`src/rtl/pic_pkg.sv`:
```
// Shared OCW2 command codes, widths and priority helper for the PIC priority resolver.
package pic_pkg;

  localparam int unsigned IR_W  = 8;
  localparam int unsigned LVL_W = 3;

  // OCW2 command field {R,SL,EOI}
  localparam logic [2:0] OCW2_ROT_AEOI_CLR = 3'b000;
  localparam logic [2:0] OCW2_NSEOI        = 3'b001;
  localparam logic [2:0] OCW2_SEOI         = 3'b011;
  localparam logic [2:0] OCW2_ROT_AEOI_SET = 3'b100;
  localparam logic [2:0] OCW2_ROT_NSEOI    = 3'b101;
  localparam logic [2:0] OCW2_SET_PRI      = 3'b110;
  localparam logic [2:0] OCW2_ROT_SEOI     = 3'b111;

  localparam logic [2:0] LOWEST_RESET = 3'd7;

  // Priority rank of a level relative to the current lowest; 0 is highest.
  function automatic logic [2:0] pri_of(input logic [2:0] level, input logic [2:0] lowest);
    return 3'(level - lowest - 3'd1);
  endfunction

endpackage

```
`src/rtl/pic_priority_encoder.sv`:
```
// Rotating priority encoder: picks the highest-priority set bit of req given the lowest level.
module pic_priority_encoder
  import pic_pkg::*;
(
  input  logic [IR_W-1:0]  req,
  input  logic [LVL_W-1:0] lowest,
  output logic             valid,
  output logic [LVL_W-1:0] level
);

  logic [LVL_W-1:0] idx;

  // Scan from lowest priority upward so the highest-priority hit is written last.
  always_comb begin
    valid = 1'b0;
    level = '0;
    idx   = '0;
    for (int i = int'(IR_W) - 1; i >= 0; i--) begin
      idx = LVL_W'(lowest + LVL_W'(i) + LVL_W'(1));
      if (req[idx]) begin
        valid = 1'b1;
        level = idx;
      end
    end
  end

endmodule

```
`src/rtl/pic_priority_resolver.sv`:
```
// IRR/ISR and fully nested priority resolution stage of the 8259A PIC.
// Define PIC_ROTATE_EN to add the rotating-priority register and rotate-in-AEOI flag.
module pic_priority_resolver
  import pic_pkg::*;
#(
  parameter int unsigned NUM_IR = 8
) (
  input  logic              clk,
  input  logic              rst_n,
  input  logic [NUM_IR-1:0] IR,
  input  logic [NUM_IR-1:0] IMR,
  input  logic              LTIM,
  input  logic              AEOI,
  input  logic              ocw2_wr,
  input  logic [7:0]        OCW2,
  input  logic              first_ACK,
  input  logic              second_ACK,
  output logic              INT,
  output logic [2:0]        INT_VEC,
  output logic [NUM_IR-1:0] IRR,
  output logic [NUM_IR-1:0] ISR
);

  logic [NUM_IR-1:0] ir_q, ir_d;
  logic [NUM_IR-1:0] irr_q, irr_d;
  logic [NUM_IR-1:0] isr_q, isr_d;
  logic              int_q, int_d;
  logic [2:0]        int_vec_q, int_vec_d;
  logic              ack1_q, ack1_d;
  logic              ack2_q, ack2_d;
  logic [2:0]        lowest;

`ifdef PIC_ROTATE_EN
  logic [2:0] lowest_q, lowest_d;
  logic       rot_aeoi_q, rot_aeoi_d;
  assign lowest = lowest_q;
`else
  assign lowest = LOWEST_RESET;
`endif

  logic [NUM_IR-1:0] cand;
  logic              pend_valid, srv_valid;
  logic [2:0]        pend, srv;
  logic [2:0]        ocw2_cmd, ocw2_l;
  logic              first_rise, second_rise;
  logic              unused_ocw2;

  assign cand        = irr_q & ~IMR;
  assign ocw2_cmd    = OCW2[7:5];
  assign ocw2_l      = OCW2[2:0];
  assign unused_ocw2 = ^OCW2[4:3];
  assign first_rise  = first_ACK & ~ack1_q;
  assign second_rise = second_ACK & ~ack2_q;

  pic_priority_encoder u_pend_enc (
    .req    (cand),
    .lowest (lowest),
    .valid  (pend_valid),
    .level  (pend)
  );

  pic_priority_encoder u_srv_enc (
    .req    (isr_q),
    .lowest (lowest),
    .valid  (srv_valid),
    .level  (srv)
  );

  // Next-state: OCW2 clears first, then AEOI, then the ACK set so a same-cycle set wins.
  always_comb begin
    ir_d      = IR;
    ack1_d    = first_ACK;
    ack2_d    = second_ACK;
    irr_d     = LTIM ? IR : (irr_q | (IR & ~ir_q));
    isr_d     = isr_q;
    int_vec_d = int_vec_q;
    int_d     = pend_valid && (!srv_valid || (pri_of(pend, lowest) < pri_of(srv, lowest)));
`ifdef PIC_ROTATE_EN
    lowest_d   = lowest_q;
    rot_aeoi_d = rot_aeoi_q;
`endif

    if (ocw2_wr) begin
      case (ocw2_cmd)
        OCW2_NSEOI, OCW2_ROT_NSEOI: begin
          if (srv_valid) begin
            isr_d[srv] = 1'b0;
`ifdef PIC_ROTATE_EN
            if (ocw2_cmd == OCW2_ROT_NSEOI) lowest_d = srv;
`endif
          end
        end
        OCW2_SEOI, OCW2_ROT_SEOI: begin
          isr_d[ocw2_l] = 1'b0;
`ifdef PIC_ROTATE_EN
          if (ocw2_cmd == OCW2_ROT_SEOI) lowest_d = ocw2_l;
`endif
        end
`ifdef PIC_ROTATE_EN
        OCW2_SET_PRI:      lowest_d   = ocw2_l;
        OCW2_ROT_AEOI_SET: rot_aeoi_d = 1'b1;
        OCW2_ROT_AEOI_CLR: rot_aeoi_d = 1'b0;
`endif
        default: begin
        end
      endcase
    end

    if (second_rise && AEOI) begin
      isr_d[int_vec_q] = 1'b0;
`ifdef PIC_ROTATE_EN
      if (rot_aeoi_q) lowest_d = int_vec_q;
`endif
    end

    if (first_rise) begin
      int_d = 1'b0;
      if (pend_valid) begin
        int_vec_d   = pend;
        isr_d[pend] = 1'b1;
        if (!LTIM) irr_d[pend] = 1'b0;
      end else begin
        int_vec_d = 3'd7;
      end
    end
  end

  always_ff @(posedge clk or negedge rst_n) begin
    if (!rst_n) begin
      ir_q      <= '0;
      irr_q     <= '0;
      isr_q     <= '0;
      int_q     <= 1'b0;
      int_vec_q <= 3'd0;
      ack1_q    <= 1'b0;
      ack2_q    <= 1'b0;
    end else begin
      ir_q      <= ir_d;
      irr_q     <= irr_d;
      isr_q     <= isr_d;
      int_q     <= int_d;
      int_vec_q <= int_vec_d;
      ack1_q    <= ack1_d;
      ack2_q    <= ack2_d;
    end
  end

`ifdef PIC_ROTATE_EN
  always_ff @(posedge clk or negedge rst_n) begin
    if (!rst_n) begin
      lowest_q   <= LOWEST_RESET;
      rot_aeoi_q <= 1'b0;
    end else begin
      lowest_q   <= lowest_d;
      rot_aeoi_q <= rot_aeoi_d;
    end
  end
`endif

  assign INT     = int_q;
  assign INT_VEC = int_vec_q;
  assign IRR     = irr_q;
  assign ISR     = isr_q;

endmodule
```
`config.mk`:
```
export PLATFORM = sky130hd
export DESIGN_NAME = pic_priority_resolver
export DESIGN_NICKNAME = d
export VERILOG_FILES = /design/src/rtl/pic_pkg.sv /design/src/rtl/pic_priority_encoder.sv /design/src/rtl/pic_priority_resolver.sv
export SDC_FILE = /design/constraint.sdc
export NUM_CORES = 1
export LEC_CHECK = 0
export ABC_AREA = 1
export CORE_ASPECT_RATIO = 0.6
export CORE_MARGIN = 2
export CORE_UTILIZATION = 36
export CTS_CLUSTER_DIAMETER = 120
export CTS_CLUSTER_SIZE = 24
export DETAILED_ROUTE_END_ITERATION = 6
export GPL_ROUTABILITY_DRIVEN = 1
export PLACE_DENSITY = 0.66
export RECOVER_POWER = 50
export SLEW_MARGIN = 40
export SYNTH_ARGS = -nofsm -noshare
export SYNTH_HDL_FRONTEND = slang
export SYNTH_SLANG_ARGS = --single-unit
```
`constraint.sdc`:
```
create_clock -name clk -period 1.44 [get_ports clk]
set_input_delay 0.36 -clock clk [delete_from_list [all_inputs] [get_ports clk]]
set_output_delay 0.36 -clock clk [all_outputs]
set_load 0.05 [all_outputs]
```
Word level (Yosys, flattened, before mapping):

Index checks and enable logic that the tools add are counted.
W data, S select, Z words.

* bitwise logic cells: 18
* equal/unequal tests: 4
* $lt $le $gt $ge: 9
* $mul: 0
* muxes and demuxes: 52
* div/mod/pow operators: 0
* shift operators: 0
* reductions and logical operators: 10
* $add $sub $neg: 4

Operators with widths (count)
* $mux W8: 9
* $mux W3: 17
* $and A8 B8 Y8: 6
* $not A8 Y8: 6
* $mux W1: 21
* $lt A3 B4 Y1 const B: 4
* $or A8 B8 Y8: 2
* $pmux W8 S2: 1
* $demux W1 S3: 4
* $ge A3 B1 Y1 const B: 4
* $eq A3 B3 Y1 const B: 2
* $logic_and A1 B1 Y1: 6
* $sub A3 B1 Y3 const B: 2
* $sub A3 B3 Y3 const B: 2
* $reduce_or A2 Y1: 2
* $eq A3 B1 Y1 const B: 1
* $eq A3 B2 Y1 const B: 1
* $lt A3 B3 Y1: 1
* $and A1 B1 Y1: 2
* $not A1 Y1: 2
* $logic_not A1 Y1: 1
* $logic_or A1 B1 Y1: 1

* output and inout bits: 20
* input port bits: 31
* memories kept: 0
* bits in read-only memories: 0
* bits in latches: 0
* logic and storage cells: 104
* bits in writable memories: 0
* flip-flop bits (word level): 30

Logic depth before layout (Yosys ltp):

Gate-level depths: netlist (run 1).

* depth in word-level cells: 22
* depth in mapped cells: 13
* mapped depth without buffers: 13

Cells and area by module:

From an unflattened synthesis (run 1), not the netlist that was laid out.

* cells, all modules: 510
* area total of the unflattened synthesis: 2960.3 sq um

By module, submodules not included
* pic_priority_resolver: area each 1604.0 sq um, times used 1, sequential area each 750.7 sq um, cells each 216
* pic_priority_encoder: area each 678.2 sq um, times used 2, sequential area each 0.0 sq um, cells each 147

Worst setup path before layout (run 1):

Ideal clock, no wire load.

* path kind: flip-flop to flip-flop
* from: register irr_q[4], in the netlist IRR[4]
* to: register int_q, in the netlist INT
* setup time: 0.077 ns
* period minus slack after synthesis: 1.862 ns
* slack: -0.422 ns
* buffers on the path: 0
* arrival: 1.784 ns
* required time: 1.363 ns
* stages on the path, launching flop included: 10
* cell sequence: dfrtp_1 inv_1 or2_1 nand2_1 nor2_1 nor2_4 ha_1 a21oi_1 nand2_1 a21oi_1

* longest elaborated chain between the ends: 12
* elaborated cells between the ends (all ways): 17
* those cells by class: add/sub (2); order compare (1); mux (11); bitwise (1); reduce/logical (2)

RTL lines
* from (decl): RTL line pic_priority_resolver.sv:25 `logic [NUM_IR-1:0] irr_q, irr_d;`
* from (signal assigned): RTL line pic_priority_resolver.sv:139 `irr_q <= irr_d;`
* $and A8 B8 Y8 (*): RTL line pic_priority_resolver.sv:48 `assign cand = irr_q & ~IMR;`
* $mux W3 (5 in series): RTL line pic_priority_encoder.sv:20 `if (req[idx]) begin`
* $sub A3 B3 Y3: RTL line pic_pkg.sv:20 `return 3'(level - lowest - 3'd1);`
* $sub A3 B1 Y3: RTL line pic_pkg.sv:20
* $lt A3 B3 Y1: RTL line pic_priority_resolver.sv:77 `int_d = pend_valid && (!srv_valid || (pri_of(pend, lowest) < pri_of(srv, lowest)));`
* $logic_or A1 B1 Y1: RTL line pic_priority_resolver.sv:77
* $logic_and A1 B1 Y1 (*): RTL line pic_priority_resolver.sv:77
* $mux W1 (*): RTL line pic_priority_resolver.sv:116 `if (first_rise) begin`
* net int_d: RTL line pic_priority_resolver.sv:27 `logic int_q, int_d;`
* to (signal assigned): RTL line pic_priority_resolver.sv:141 `int_q <= int_d;`
* to (decl): RTL line pic_priority_resolver.sv:27

Mark *: on every way through the listed nets, which the timed path passes. The rest lies on a longest branch.
A chain may end at the register's enable or synchronous reset.

Worst setup path after layout (run 1):

Ends and elaborated chain as after synthesis.

==> results of run 1 <==
## power by group through the flow
stage | combinational (mW) | sequential (mW) | clock, mW
2_1_floorplan | 0.536 | 1.43 | 0
3_3_place_gp | 1.90 | 1.09 | 0
3_5_place_dp | 1.94 | 1.09 | 0
4_1_cts | 2.06 | 1.08 | 0.712
5_1_grt | 2.40 | 1.10 | 0.753
6_report | 2.28 | 1.09 | 0.703
## layout make-up
class                   instances  share of cell area [%]
flip-flops and latches         30                    23.3
clock inverters                 1                   0.152
multi-input cells             162                    31.2
well taps                      63                    2.39
repair buffers                107                    35.2
clock buffers                   7                    2.61
inverters                      42                    5.08
## critical path, stage by stage, from the launching register on
cell,delay (ns)
dfrtp_2,0.42
inv_2,0.06
or2_4,0.13
nand2_4,0.06
nor2_2,0.26
nor2_4,0.10
ha_4,0.27
a21oi_2,0.15
nand2_1,0.11
a21oi_2,0.13
## per-layer routing
layer,up-vias,global-route usage (%),part of all wire [%],routed length (µm)
li1,989,-,-,-
met1,960,33.1,46,2910
met2,101,30.6,43,2690
met3,15,6.76,9.1,572
met4,0,3.93,1.8,114
met5,-,0,0,0
## logic make-up (layout without fill, tap and decap cells)
group	count (synthesis)	after routing	share of synthesized area, %
buffers and inverters	44	157	9.54
AO/OA/AOI/OAI	38	38	13.7
AND/OR/NAND/NOR	121	122	32.0
flip-flops	30	30	43.4
adder cells (fa/ha/maj)	2	2	1.44
## sequential cells by signal, indices dropped and copies added, names as in the netlist
| signal | cells |
|---|---|
| INT | 1 |
| INT_VEC | 3 |
| IRR | 8 |
| ISR | 8 |
| ack1_q | 1 |
| ack2_q | 1 |
| ir_q | 8 |
## final timing paths
kind	to	start	slack, ns	depth (start not counted)
min in group asynchronous	ack2_q	rst_n	0.69	2
hold reg to reg	IRR[1]	ir_q[1]	0.60	3
setup / recovery	INT	IRR[4]	-0.32	9
setup reg to reg	INT	IRR[4]	-0.32	9
hold / removal	ir_q[6]	IR[6]	0.57	1
max in group asynchronous	ISR[2]	rst_n	0.22	2
## through the flow
stage,worst slack (ns),instances
6_report,-0.323,412
5_1_grt,-0.381,412
4_1_cts,-0.170,405
3_5_place_dp,-0.644,391
3_3_place_gp,-0.559,391
2_1_floorplan,-0.244,235
## cell usage in the layout, fill, tap and decap left out, types with 3 or more instances in the layout
master,n
a21oi_1,6
buf_4,50
nand3_1,22
nand2_1,53
nand3_2,4
a21oi_2,4
a22oi_1,6
nand2_4,8
nand2_2,10
dlygate4sd3_1,9
nor2_2,6
dfrtp_1,14
inv_4,4
dlygate4sd2_1,7
o21ai_1,7
nor2_1,8
nand4_1,3
clkbuf_8,6
dfrtp_2,16
clkdlybuf4s50_1,10
inv_2,9
buf_6,7
buf_12,22
o21ai_0,4
inv_1,29
## repair_timing
item,CTS,global route
cloned,0,1
pin swaps,21,22
endpoints found under the hold margin,0,0
buffers inserted,6,6
resized for setup,37,33
endpoints found under the setup margin,19,21
==> results.tsv, run 1 <==
metric	value	unit
outcome	complete, but fails checks	
failing checks	setup timing	
Row Count	19	
Final #Nets	381	
TNS Setup	-2.48	ns
PD cells	1230	mW/mm²
Fill cells	318	
drt pass-1 iters	4	
post-route setup slack	-0.323	ns
Routed Antenna Nets	0	
mapped cell area	0.00173	mm²
placed inst area	0.00291	mm²
initial antenna violation count	0	
Hold WC Path Type	in -> reg	
Post-synth EDFFs	0	
Clock Power Share	17.3	%
top cell type's share of synthesized area	43.4	%
vias in the first global route	1940	
CTS tree	yes	
Ant. Diodes	0	
Tightest Pin Transition	0.756	ns
Pint	2.42	mW
total track usage	21.7	%
clock latency on the worst-skew pair	0.28	ns
post-DP HPWL	4240	µm
CP endpoint kind	flop	
first-pass GRT wire length	9070	µm
cell area after layout	0.00330	mm²
VDD IR max	640	µV
Final min period	1.76	ns
Crit Path Class	reg -> reg	
Fin. Hold Viols	0	
initial core utilization	37.7	%
Routed WL	6280	µm
net switching power	1.65	mW
CTS Root Cell	clkbuf_8	
CP startpoint kind	flop	
fmax	0.567	GHz
Synth cell types	25	
Die W	93.5	µm
Area contributors post-synth	dfrtp_1, nand2_1, inv_1	
Via density	5.01	
total clock buffers created by CTS	5	
Remaining Overflow, GRT	0	
register area	771	µm²
crit-path max FO	4	
Reg power frac	26.8	%
CP arrival	1.98	ns
area grow syn2layout	90.7	%
Yosys reg bits	30	
asr flop ratio synth	100	%
layout cells sized above 1	46.7	%
total power	4.07	mW
Sw Share	40.6	%
Final Hold Slack	0.571	ns
final RePlAce weighted congestion	0.888	
Ports	51	
die height	57.7	µm
fin. max-slew vios	0	
Syn. warnings	0	
final setup vio count	19	
post-synth top area cell	dfrtp_1	
number of sinks on the clock net	30	
port buffer count	47	
final period utilization	122	%
Commonest cells post-synth	nand2_1, inv_1, dfrtp_1	
number of DRC markers in iteration 0	236	
unrepaired setup endpoints after global routing	yes	
cell with the most instances after synthesis	nand2_1	
combinational share of power	55.9	%
cts hold-fix bufs	0	
Multi-input gate area	0.00103	mm²
Vias	2065	
Max-slew headroom	49.6	%
clk slew on worst S/H paths	0.06	ns
post-layout util	72.0	%
Seq/Total Area, Yosys	43.4	%
Clock Skew	0.00379	ns
DRC	0	
Mean Syn Cell Area	7.37	µm²
number of H-tree levels	2	
wire per inst	15.3	µm
Core ar.	0.00459	mm²
largest net degree at the start of global routing	31	
Critical Path RT	1.65	ns
LEAKAGE	1.59	nW
syn_nets	268	
top_reg_cell synth	dfrtp_1	
Total Die Area	0.00540	mm²
Post-Syn Instances	235	
Max Root-Sink Buffers	2	
max-cap check violation count	0	
No activity file was read; power rests on OpenSTA's default activity.
==> inputs of run 2 (changes only) <==
Settings changed: SKIP_LAST_GASP from default to 1.
==> run 2 against run 1 <==
  * The run still ends with setup timing left
  * Global-route usage hardly changed
  * Clock-buffer cell count stayed put
  * Register-to-register slack hardly changed
  * Clock skew hardly changed
  * Sequential power hardly changed
  * Clock power is 0.6% higher
  * Largest power group unchanged
==> results.tsv, run 2 (synthesis gave the netlist of run 1 again) <==
metric	value	unit
largest net degree at the start of global routing	31	
Clock Power Share	17.4	%
clk slew on worst S/H paths	0.06	ns
die height	57.7	µm
Final Instance Count excl. Fillers	412	
post-DP HPWL	4240	µm
first-pass GRT wire length	9060	µm
worst path cell trace	inv_2 > or2_4 > nand2_4 > nor2_2 > nor2_4 > ha_4 > a21oi_2 > nand2_1 > a21oi_2	
DRC	0	
highest-delay cell along the critical path	dfrtp_2	
final RePlAce weighted congestion	0.888	
fmax	0.572	GHz
port buffer count	47	
cell area after layout	0.00329	mm²
total power	4.07	mW
wire per inst	15.4	µm
Via density	5.06	
Final min period	1.75	ns
Max Root-Sink Buffers	2	
Remaining Overflow, GRT	0	
Tightest Pin Transition	0.760	ns
area grow syn2layout	90.2	%
Critical Path RT	1.66	ns
PD cells	1240	mW/mm²
max-cap check violation count	0	
LEAKAGE	1.58	nW
total track usage	21.7	%
Fin. Hold Viols	0	
vias in the first global route	1940	
net switching power	1.66	mW
Routed Antenna Nets	0	
initial antenna violation count	0	
CP startpoint kind	flop	
Final Hold Slack	0.569	ns
register area	771	µm²
CTS tree	yes	
Total Die Area	0.00540	mm²
combinational share of power	55.8	%
total clock buffers created by CTS	5	
clock latency on the worst-skew pair	0.29	ns
max incr delay on CP	0.42	ns
Reg power frac	26.8	%
Sw Share	40.7	%
outcome	complete, but fails checks	
drt pass-1 iters	6	
failing checks	setup timing	
number of H-tree levels	2	
unrepaired setup endpoints after global routing	yes	
final period utilization	122	%
Core ar.	0.00459	mm²
Routed WL	6330	µm
cell repeated most along the worst path	a21oi_2	
leading cell type in the layout, fill and taps excluded	nand2_1	
placed insts	391	
Pint	2.41	mW
post-route setup slack	-0.310	ns
CP endpoint kind	flop	
Crit Path Class	reg -> reg	
CP arrival	1.97	ns
Hold WC Path Type	in -> reg	
cts hold-fix bufs	0	
initial core utilization	37.7	%
Vias	2085	
CTS Root Cell	clkbuf_8	
placed inst area	0.00291	mm²
fin. max-slew vios	0	
Ports	51	
final setup vio count	20	
Max-slew headroom	49.3	%
Fill cells	319	
VDD IR max	641	µV
number of DRC markers in iteration 0	241	
Final #Nets	381	
Clock Skew	0.00362	ns
Row Count	19	
commonest non-fill, non-tap cells in the layout	nand2_1, buf_4, inv_1	
number of sinks on the clock net	30	
post-layout util	71.8	%
layout cells sized above 1	46.4	%
Ant. Diodes	0	
Die W	93.5	µm
crit-path max FO	4	
Multi-input gate area	0.00103	mm²
run 2: cell type report:
type	count	area share, %
clock inverters	1	0.152
flip-flops and latches	30	23.4
repair buffers	107	35.1
multi-input cells	162	31.3
inverters	42	5.09
well taps	63	2.39
clock buffers	7	2.62
run 2: timing repair:
| item | CTS | global route |
|---|---|---|
| setup buffers | 6 | 6 |
| pin swaps | 21 | 21 |
| resized for setup | 36 | 31 |
| endpoints found under the setup margin | 19 | 21 |
| cloned | 0 | 1 |
run 2: power groups by stage:
stage	combinational [mW]	clock, mW	sequential (mW)
floorplan	0.536	0	1.43
global placement	1.90	0	1.09
detailed placement	1.94	0	1.09
CTS	2.06	0.712	1.08
global route	2.39	0.754	1.10
finish	2.27	0.707	1.09
run 2: through the flow:
stage	worst slack [ns]	setup TNS [ns]
2_1_floorplan	-0.244	-0.829
3_3_place_gp	-0.559	-8.78
3_5_place_dp	-0.644	-9.74
4_1_cts	-0.170	-1.53
5_1_grt	-0.381	-3.99
6_report	-0.310	-2.56
run 2: routing by layer:
metal	vias up	global-route usage [%]	wire length, µm
li1	988	-	-
met1	968	33.0	2820
met5	-	0	0
met2	112	30.6	2720
met3	17	6.76	713
met4	0	3.93	78
run 2: worst max-delay path: cells and delay by family, from the launching register on:
family	cells	cell delay, ns
and+or+nand+nor	5	0.66
adders and majority gates	1	0.26
AOI/OAI and AO/OA	2	0.27
DFF	1	0.42
buffers and inverters	1	0.06
run 2: final timing paths:
| path | depth (start not counted) | startpoint | end | slack (ns) |
|---|---|---|---|---|
| worst max-delay path | 9 | IRR[4] | INT | -0.31 |
| worst min-delay path | 1 | IR[6] | ir_q[6] | 0.57 |
| worst max register to register | 9 | IRR[4] | INT | -0.31 |
| worst min register to register | 3 | ir_q[1] | IRR[1] | 0.60 |
| max in group asynchronous | 2 | rst_n | ISR[0] | 0.22 |
| min in group asynchronous | 2 | rst_n | INT | 0.68 |
